<file path="config.mk">
export PLATFORM = sky130hd
export DESIGN_NAME = packet_seq_counter_flat
export DESIGN_NICKNAME = d
export VERILOG_FILES = /design/src/rtl/packet_seq_counter_if.sv /design/src/rtl/packet_seq_counter.sv /design/src/flat_wrapper.sv
export SDC_FILE = /design/constraint.sdc
export NUM_CORES = 1
export LEC_CHECK = 0
export CAP_MARGIN = 20
export CELL_PAD_IN_SITES_DETAIL_PLACEMENT = 0
export CELL_PAD_IN_SITES_GLOBAL_PLACEMENT = 1
export CORE_MARGIN = 2
export CORE_UTILIZATION = 36
export CTS_CLUSTER_SIZE = 12
export DETAILED_ROUTE_END_ITERATION = 16
export PLACE_DENSITY_LB_ADDON = 0.1
export SETUP_SLACK_MARGIN = 0.15
export SLEW_MARGIN = 20
export SYNTH_ARGS = -nofsm -noshare
export SYNTH_HDL_FRONTEND = slang
export SYNTH_SLANG_ARGS = --single-unit
</file>
<file path="constraint.sdc">
create_clock -name clk -period 2.7 [get_ports clk]
set_input_delay 0.27 -clock clk [delete_from_list [all_inputs] [get_ports clk]]
set_output_delay 0.27 -clock clk [all_outputs]
set_load 0.005 [all_outputs]
</file>
<file path="src/rtl/packet_seq_counter_if.sv">
// Control/status bundle for packet_seq_counter: the controller (master) drives
// the buttons and the bit strobe, and the sequencer (slave) returns its indices and pulses.
interface packet_seq_counter_if #(
    parameter int PKT_BITS = 32,
    parameter int NUM_PKTS = 937
);
    localparam int BIT_W = $clog2(PKT_BITS);
    localparam int PKT_W = $clog2(NUM_PKTS);

    logic             rec_start;
    logic             play_start;
    logic             stop;
    logic             bit_en;
    logic             loop;
    logic [BIT_W-1:0] bit_idx;
    logic [PKT_W-1:0] pkt_idx;
    logic [1:0]       mode;
    logic             last_bit;
    logic             pkt_done;
    logic             frame_done;
    logic             busy;

    modport master (
        output rec_start, play_start, stop, bit_en, loop,
        input  bit_idx, pkt_idx, mode, last_bit, pkt_done, frame_done, busy
    );

    modport slave (
        input  rec_start, play_start, stop, bit_en, loop,
        output bit_idx, pkt_idx, mode, last_bit, pkt_done, frame_done, busy
    );
endinterface

</file>
<file path="src/rtl/packet_seq_counter.sv">
// Bit/packet/frame sequencer for audio record and playback, with prefetch skip on playback.
// Define LOOP_EN to make the loop input select between wrapping and stopping at frame end.
module packet_seq_counter #(
    parameter int PKT_BITS = 32,
    parameter int NUM_PKTS = 937,
    parameter int PRE_PKTS = 1
) (
    input  logic                clk,
    input  logic                reset,
    packet_seq_counter_if.slave bus
);
    localparam int BIT_W = $clog2(PKT_BITS);
    localparam int PKT_W = $clog2(NUM_PKTS);
    localparam int PRE_W = (PRE_PKTS > 1) ? $clog2(PRE_PKTS) : 1;

    localparam logic [BIT_W-1:0] BIT_LAST = BIT_W'(PKT_BITS - 1);
    localparam logic [PKT_W-1:0] PKT_LAST = PKT_W'(NUM_PKTS - 1);
    localparam logic [PRE_W-1:0] PRE_LAST = (PRE_PKTS > 0) ? PRE_W'(PRE_PKTS - 1) : '0;

    typedef enum logic [1:0] {
        IDLE = 2'b00,
        REC  = 2'b01,
        PRE  = 2'b10,
        PLAY = 2'b11
    } mode_e;

    localparam mode_e PLAY_ENTRY = (PRE_PKTS > 0) ? PRE : PLAY;

    mode_e            mode_q, mode_d;
    logic [BIT_W-1:0] bit_q, bit_d;
    logic [PKT_W-1:0] pkt_q, pkt_d;
    logic [PRE_W-1:0] pre_q, pre_d;
    logic             pkt_done_q, pkt_done_d;
    logic             frame_done_q, frame_done_d;

`ifndef LOOP_EN
    logic unused_loop;
    assign unused_loop = bus.loop;
`endif

    always_comb begin
        mode_d       = mode_q;
        bit_d        = bit_q;
        pkt_d        = pkt_q;
        pre_d        = pre_q;
        pkt_done_d   = 1'b0;
        frame_done_d = 1'b0;

        if (bus.rec_start) begin
            mode_d = REC;
            bit_d  = '0;
            pkt_d  = '0;
            pre_d  = '0;
        end else if (bus.play_start) begin
            mode_d = PLAY_ENTRY;
            bit_d  = '0;
            pkt_d  = '0;
            pre_d  = '0;
        end else if (bus.stop) begin
            mode_d = IDLE;
            bit_d  = '0;
            pkt_d  = '0;
            pre_d  = '0;
        end else if (mode_q != IDLE && bus.bit_en) begin
            if (bit_q != BIT_LAST) begin
                bit_d = bit_q + BIT_W'(1);
            end else begin
                bit_d = '0;
                if (mode_q == PRE) begin
                    // Prefetch packets are consumed without advancing the frame position.
                    if (pre_q == PRE_LAST) begin
                        mode_d = PLAY;
                        pre_d  = '0;
                    end else begin
                        pre_d = pre_q + PRE_W'(1);
                    end
                end else begin
                    pkt_done_d = 1'b1;
                    if (pkt_q != PKT_LAST) begin
                        pkt_d = pkt_q + PKT_W'(1);
                    end else begin
                        pkt_d        = '0;
                        frame_done_d = 1'b1;
`ifdef LOOP_EN
                        if (!bus.loop) mode_d = IDLE;
`endif
                    end
                end
            end
        end
    end

    always_ff @(posedge clk or posedge reset) begin
        if (reset) begin
            mode_q       <= IDLE;
            bit_q        <= '0;
            pkt_q        <= '0;
            pre_q        <= '0;
            pkt_done_q   <= 1'b0;
            frame_done_q <= 1'b0;
        end else begin
            mode_q       <= mode_d;
            bit_q        <= bit_d;
            pkt_q        <= pkt_d;
            pre_q        <= pre_d;
            pkt_done_q   <= pkt_done_d;
            frame_done_q <= frame_done_d;
        end
    end

    assign bus.bit_idx    = bit_q;
    assign bus.pkt_idx    = pkt_q;
    assign bus.mode       = mode_q;
    assign bus.last_bit   = (bit_q == BIT_LAST) && (mode_q != IDLE);
    assign bus.pkt_done   = pkt_done_q;
    assign bus.frame_done = frame_done_q;
    assign bus.busy       = (mode_q != IDLE);
endmodule
</file>
<file path="src/flat_wrapper.sv">
// flat-port wrapper written by rule: the top's interface ports become plain ports
module packet_seq_counter_flat 
#(
    parameter int PKT_BITS = 32,
    parameter int NUM_PKTS = 937,
    parameter int PRE_PKTS = 1
)
  (clk, reset, bus_rec_start, bus_play_start, bus_stop, bus_bit_en, bus_loop, bus_bit_idx, bus_pkt_idx, bus_mode, bus_last_bit, bus_pkt_done, bus_frame_done, bus_busy);
  packet_seq_counter_if #(.PKT_BITS(PKT_BITS), .NUM_PKTS(NUM_PKTS)) bus_i ();
  input  logic clk;
  input  logic reset;
  input wire logic [$bits(bus_i.rec_start)-1:0] bus_rec_start;
  input wire logic [$bits(bus_i.play_start)-1:0] bus_play_start;
  input wire logic [$bits(bus_i.stop)-1:0] bus_stop;
  input wire logic [$bits(bus_i.bit_en)-1:0] bus_bit_en;
  input wire logic [$bits(bus_i.loop)-1:0] bus_loop;
  output wire logic [$bits(bus_i.bit_idx)-1:0] bus_bit_idx;
  output wire logic [$bits(bus_i.pkt_idx)-1:0] bus_pkt_idx;
  output wire logic [$bits(bus_i.mode)-1:0] bus_mode;
  output wire logic [$bits(bus_i.last_bit)-1:0] bus_last_bit;
  output wire logic [$bits(bus_i.pkt_done)-1:0] bus_pkt_done;
  output wire logic [$bits(bus_i.frame_done)-1:0] bus_frame_done;
  output wire logic [$bits(bus_i.busy)-1:0] bus_busy;
  assign bus_i.rec_start = bus_rec_start;
  assign bus_i.play_start = bus_play_start;
  assign bus_i.stop = bus_stop;
  assign bus_i.bit_en = bus_bit_en;
  assign bus_i.loop = bus_loop;
  assign bus_bit_idx = bus_i.bit_idx;
  assign bus_pkt_idx = bus_i.pkt_idx;
  assign bus_mode = bus_i.mode;
  assign bus_last_bit = bus_i.last_bit;
  assign bus_pkt_done = bus_i.pkt_done;
  assign bus_frame_done = bus_i.frame_done;
  assign bus_busy = bus_i.busy;
  packet_seq_counter #(.PKT_BITS(PKT_BITS), .NUM_PKTS(NUM_PKTS), .PRE_PKTS(PRE_PKTS)) u_core (.clk(clk), .reset(reset), .bus(bus_i));
endmodule
</file>
== Word level (Yosys, flattened, before mapping) ==
Cells that the tools add are included.

* Flip-flop bits (word level): 20
* Output and inout bits: 21

* $add $sub $neg: 3
* Equal/unequal tests: 7
* Mux-type cells: 39
* Reductions and logical operators: 8

{| class="wikitable"
|+ Operators by type and width
! operator !! number
|-
| 10-bit two-way mux || 7
|-
| 5-bit two-way mux || 5
|-
| 1-bit two-way mux || 20
|-
| 2-bit two-way mux || 7
|-
| 4-bit != test, second input constant || 3
|-
| 10-bit by 1-bit adder with 10-bit output, second input constant || 1
|-
| 10-bit != test, second input constant || 1
|-
| 4-bit nonzero test || 2
|-
| 3-bit AND reduction || 2
|-
| 5-bit by 1-bit adder with 5-bit output, second input constant || 1
|-
| 5-bit equality test, second input constant || 1
|-
| 5-bit != test, second input constant || 1
|-
| 4-bit AND reduction || 1
|-
| 2-bit equality test, second input constant || 1
|-
| 1-bit logical AND || 2
|-
| 2-bit nonzero test || 1
|-
| 1-bit adder, second input constant || 1
|}

== Logic depth before layout (Yosys ltp) ==
Gate-level depths: netlist of the first run.

* Depth after elaboration: 8
* Depth in mapped cells: 9
* Depth with buffers taken out: 7

== Least setup slack after synthesis of the first run ==
Ideal clock, no wire load.

* Path kind: register -> register
* Start point: register u_core.bit_q[0] (netlist: u_core.bus.bit_idx[0])
* End point: register u_core.pkt_q[4] (netlist: u_core.bus.pkt_idx[4])
* Arrival: 1793 ps
* Required time: 2572 ps
* Slack: 779 ps
* Cell stages (with the launch flop): 10
* Clock period less this slack: 1921 ps
* Cells stage by stage: dfrtp_1 > ha_1 > and3_1 > ha_1 > buf_6 > and3_1 > buf_6 > o2111ai_1 > xor2_1 > nor2_1

* Longest elaborated chain between the ends: 3

{| class="wikitable"
|+ Ends and longest elaborated chain
! element !! RTL line !! text
|-
| start: declaration || packet_seq_counter.sv:30 || <nowiki>logic [BIT_W-1:0] bit_q, bit_d;</nowiki>
|-
| start signal: assignment || packet_seq_counter.sv:103 || <nowiki>bit_q <= bit_d;</nowiki>
|-
| 5-bit != test || packet_seq_counter.sv:65 || <nowiki>if (bit_q != BIT_LAST) begin</nowiki>
|-
| 4-bit != test (no line) || n/a ||
|-
| 3-bit AND reduction (no line) || n/a ||
|-
| end signal: assignment || packet_seq_counter.sv:104 || <nowiki>pkt_q <= pkt_d;</nowiki>
|-
| end: declaration || packet_seq_counter.sv:31 || <nowiki>logic [PKT_W-1:0] pkt_q, pkt_d;</nowiki>
|}

No other way between the ends.
A chain may end at the register's enable or synchronous reset.

== Worst setup path after layout of the first run ==
* Start point: register u_core.bit_q[0] (netlist: u_core.bus.bit_idx[0])
* End point: output port bus_last_bit

* Longest elaborated chain between the ends: 2

{| class="wikitable"
|+ Ends and longest elaborated chain
! element !! RTL line !! text
|-
| 5-bit equality test || packet_seq_counter.sv:114 || <nowiki>assign bus.last_bit = (bit_q == BIT_LAST) && (mode_q != IDLE);</nowiki>
|-
| 1-bit logical AND || packet_seq_counter.sv:114 ||
|-
| end: declaration || flat_wrapper.sv:20 || <nowiki>output wire logic [$bits(bus_i.last_bit)-1:0] bus_last_bit;</nowiki>
|}

No other way between the ends.

==> impl_summary.log, run 1 <==
[metrics] Slew Viols, Final: 0
[metrics] post-detailed-route wirelength per cell: 14.2 µm
[metrics] GRT Resource Usage Total: 14.7%
[metrics] Slew Limit Headroom: 51.2%
[metrics] post-cts gate resize count: 0
[metrics] buffer cell driving the clock tree root: clkbuf_4
[metrics] biggest area consumer among synthesized cells: dfrtp_1
[metrics] post-DR vias/cell: 5.33
[metrics] post-synthesis sequential area ratio: 44.5%
[metrics] vias in the first global route: between 800 and 900
[metrics] multi-input combinational cell area: 542 µm²
[metrics] placed insts: 161
[metrics] number of unique standard cell types used by synthesis: 36
[metrics] clock tree from TritonCTS: yes
[metrics] vias: 880
[metrics] post-synthesis share of cell area spent on and, or, nand and nor gates: 24.6%
[metrics] clock transition time at the flip-flop clock pins of the worst setup and hold paths: 0.11 ns
[metrics] number of instances in the synthesized netlist: ~110
[metrics] largest family of logic cells by synthesized area: simple AND/OR/NAND/NOR gates
[metrics] Setup-failing EPs final: 0
[metrics] number of warning messages in the yosys log: 0
[metrics] cells taking the most area after synthesis: dfrtp_1, nor2_1, a21oi_1
[metrics] status: finished clean
[metrics] largest stage delay on the critical path: ~0.5 ns
[metrics] routability-driven placement congestion ratio: roughly 0.69
[metrics] count of input and output buffers: 26
[metrics] areal power density over the cells: 353 mW/mm²
[metrics] final standard cell count with taps included and fillers excluded: 165
[metrics] depth of the CTS H-tree: 1
[metrics] core region area: 0.00278 mm²
[metrics] Synth Area in XOR/XNOR: ~3.3%
[metrics] max capacitance violation total: 0
[metrics] final clock period utilization by the worst path: 88.8%
[metrics] number of antenna violations at the first check in global routing: 0
[metrics] clock sink count: 19
[metrics] remaining antenna violation count after routing: 0
[metrics] number of post-CTS setup repair buffers: 0
[metrics] worst vdd rail ir drop: 0.309 mV
[metrics] HP Class: in -> async
[metrics] mapped cell area: 0.00107 mm²
[metrics] arrival time at the worst endpoint: 2.13 ns
[metrics] setup total negative slack: 0 ns
[metrics] FILL cells: 269
[metrics] Layout Skew: 0.00654 ns
[metrics] Crit path required time: approximately 2.4 ns
[metrics] transition time of the tightest slew-check pin: 0.730 ns
[metrics] Critical Path Sink Type: primary output
[metrics] slowest cell on the critical path: clkdlybuf4s50_1
[metrics] first-pass GRT wire length: 3750 µm
[metrics] Die H: 58.5 µm
[metrics] RSZ-0062 raised after global routing: no
[metrics] width of the die: 58.5 µm
[metrics] post-synthesis area per instance: roughly 9.9 µm²
[metrics] Post-CTS Hold Fix Bufs: 0
[metrics] Total Die Area: 0.00342 mm²
[metrics] maximum root-to-sink buffer count: 2
[metrics] final antenna diode count: 0
[metrics] GRT Residual Overflow: 0
[metrics] count of pins on the block boundary: 28
[metrics] post-synthesis to final-layout area growth: 27.4%
[metrics] TritonCTS Buffers: 3
[metrics] fraction of synthesized area in multiplexers: 1.87%
[metrics] detailed-routing iteration count for the pre-antenna-repair pass: 3
[metrics] Rows: 19
[metrics] CP startpoint kind: flop
[metrics] count of nets after finishing: 146
[metrics] total nets after synthesis: between 100 and 150
[metrics] later-pin clock latency in the skew report: 0.31 ns
[metrics] adder-cell share of the synthesized area: 4.68%
[metrics] pin count of the biggest net entering global routing: 20
[metrics] Final Hold Violating Endpoints: 0
[metrics] most common cell type on the critical path: ha_1
[metrics] share of layout cells above drive strength 1: 7.46%
[metrics] leakage power of the design: between 0.5 and 0.6 nW
[metrics] Synth Register Bits: 19
[metrics] Max Fanout on Critical Path: 9
[metrics] maximum frequency from static timing analysis: about 0.42 GHz
[metrics] complex-gate fraction of the synthesized area: 16.3%
[metrics] DRC Markers: 0
[metrics] Yosys top cell area share: 44.5%
[metrics] starting DRC count in detailed routing: 17
[metrics] footprint of the flip-flops and latches: 475 µm²
[metrics] DP HPWL: 1710 µm
[metrics] starting utilization of the core area: 38.4%
[metrics] critical path cell sequence: ha_1 > and3_1 > ha_1 > and2_1 > clkdlybuf4s50_1
[metrics] DRT Wirelength: 2350 µm
[metrics] final critical path time including I/O delays and setup: 2.40 ns
[metrics] Worst Setup Path Type: reg -> out
==> synthesized netlist by cell type <==
master / count
a21oi_1: 10
a31oi_1: 2
and3b_1: 1
dfrtp_1: 19
nor3b_1: 2
nand4_4: 1
and3_1: 2
xnor2_1: 3
a41oi_1: 1
ha_1: 4
o21ai_0: 4
nand2_1: 5
mux2i_1: 2
or2_2: 1
o211ai_4: 1
and4bb_4: 1
nand3_1: 4
inv_1: 5
xor2_1: 1
and4_1: 1
nor2_1: 14
o21ai_2: 2
or4b_1: 1
nand3_2: 1
buf_2: 2
and2_1: 1
o2111ai_1: 1
or3_1: 3
nor3_1: 3
nand4_1: 1
buf_6: 2
o21ai_1: 1
or3b_1: 1
a211oi_1: 2
or4_1: 1
o31ai_1: 2
==> through the flow <==
| step | total power [mW] | setup slack [ns] | utilization [%] | cell area [µm²] | hold slack (ns) |
|---|---|---|---|---|---|
| 2_1_floorplan | 0.314 | 0.779 | - | 1070 | 0.221 |
| 3_3_place_gp | 0.334 | 0.494 | 48.0 | 1340 | 0.540 |
| 3_5_place_dp | 0.335 | 0.495 | 48.0 | 1340 | 0.560 |
| 4_1_cts | 0.487 | 0.298 | 48.9 | 1360 | 0.412 |
| 5_1_grt | 0.502 | 0.154 | 48.9 | 1360 | 0.444 |
| 6_report | 0.480 | 0.303 | 48.9 | 1360 | 0.371 |
==> sequential cells by signal, summed over array words and instances (netlist names) <==
register and flops:
u_core.bus.bit_idx 5, u_core.bus.mode 2, u_core.bus.frame_done 1, u_core.bus.pkt_idx 10, u_core.bus.pkt_done 1
==> layout by cell type, fill, tap and decap left out, drive strengths merged <==
| master | Yosys | routed |
|---|---|---|
| nand2 | 5 | 5 |
| clkdlybuf4s50 | 0 | 26 |
| xnor2 | 3 | 3 |
| o211ai | 1 | 1 |
| or2 | 1 | 1 |
| and3 | 2 | 2 |
| a31oi | 2 | 2 |
| or3 | 3 | 3 |
| a41oi | 1 | 1 |
| and3b | 1 | 1 |
| a21oi | 10 | 10 |
| nand4 | 2 | 2 |
| inv | 5 | 5 |
| or3b | 1 | 1 |
| a211oi | 2 | 2 |
| nand3 | 5 | 5 |
| and4bb | 1 | 1 |
| nor3 | 3 | 3 |
| nor3b | 2 | 2 |
| o21ai | 7 | 7 |
| or4b | 1 | 1 |
| xor2 | 1 | 1 |
| ha | 4 | 4 |
| o2111ai | 1 | 1 |
| nor2 | 14 | 14 |
| clkbuf | 0 | 4 |
| mux2i | 2 | 2 |
| o31ai | 2 | 2 |
| and4 | 1 | 1 |
| dfrtp | 19 | 19 |
| and2 | 1 | 1 |
| or4 | 1 | 1 |
==> metal layers <==
metal	GRT usage, %	routed length, µm
met1	19.8	1120
met2	22.3	1100
met3	4.62	88
met4	4.98	31
met5	0	0
==> cells by family (layout without fill, tap and decap cells) <==
logic type / after synthesis / in the layout
XOR/XNOR: 4 / 4
buffers and inverters: 9 / 35
AO/OA/AOI/OAI: 26 / 26
multiplexers: 2 / 2
adder cells (fa/ha/maj): 4 / 4
flip-flops: 19 / 19
AND/OR/NAND/NOR: 44 / 44
==> worst paths after layout <==
check	from	end	slack, ns	cells after the start
min in group clk	bus_rec_start	u_core.bus.mode[1]	0.55	2
max	u_core.bus.bit_idx[0]	bus_last_bit	0.30	5
min	reset	u_core.bus.mode[1]	0.37	2
max in group asynchronous	reset	u_core.bus.pkt_idx[9]	1.86	2
min reg2reg	u_core.bus.bit_idx[4]	u_core.bus.bit_idx[4]	0.58	2
max reg2reg	u_core.bus.bit_idx[0]	u_core.bus.pkt_idx[6]	0.47	7
==> power by group <==
| group | leakage, nW | internal (mW) | total [mW] | switching, mW |
|---|---|---|---|---|
| combinational | 0.268 | 0.0175 | 0.0382 | 0.0207 |
| clock | 0.0150 | 0.0578 | 0.151 | 0.0936 |
| sequential | 0.261 | 0.287 | 0.290 | 0.00362 |
==> worst max-delay path, delay by kind of cell (launching register included) <==
family / cells / cell delay [ns]
fa+ha+maj: 2 / 0.54
flops: 1 / 0.46
simple gates: 2 / 0.34
buf+inv: 1 / 0.49
==> cell type report <==
type	count	share of cell area, %
Inverter	5	1.38
Clock buffer	4	1.93
Multi-Input combinational cell	80	39.8
Timing Repair Buffer	26	19.1
Tap cell	31	2.85
Sequential cell	19	34.9
Note: power is estimated with default switching activity, not from simulation.
==> run 2: changes to the inputs <==
- CAP_MARGIN: 20 -> not set
- SKIP_LAST_GASP: not set -> 1
==> results of run 2 <==
No change in the layout: final DEF, timing and power equal those of run 1.
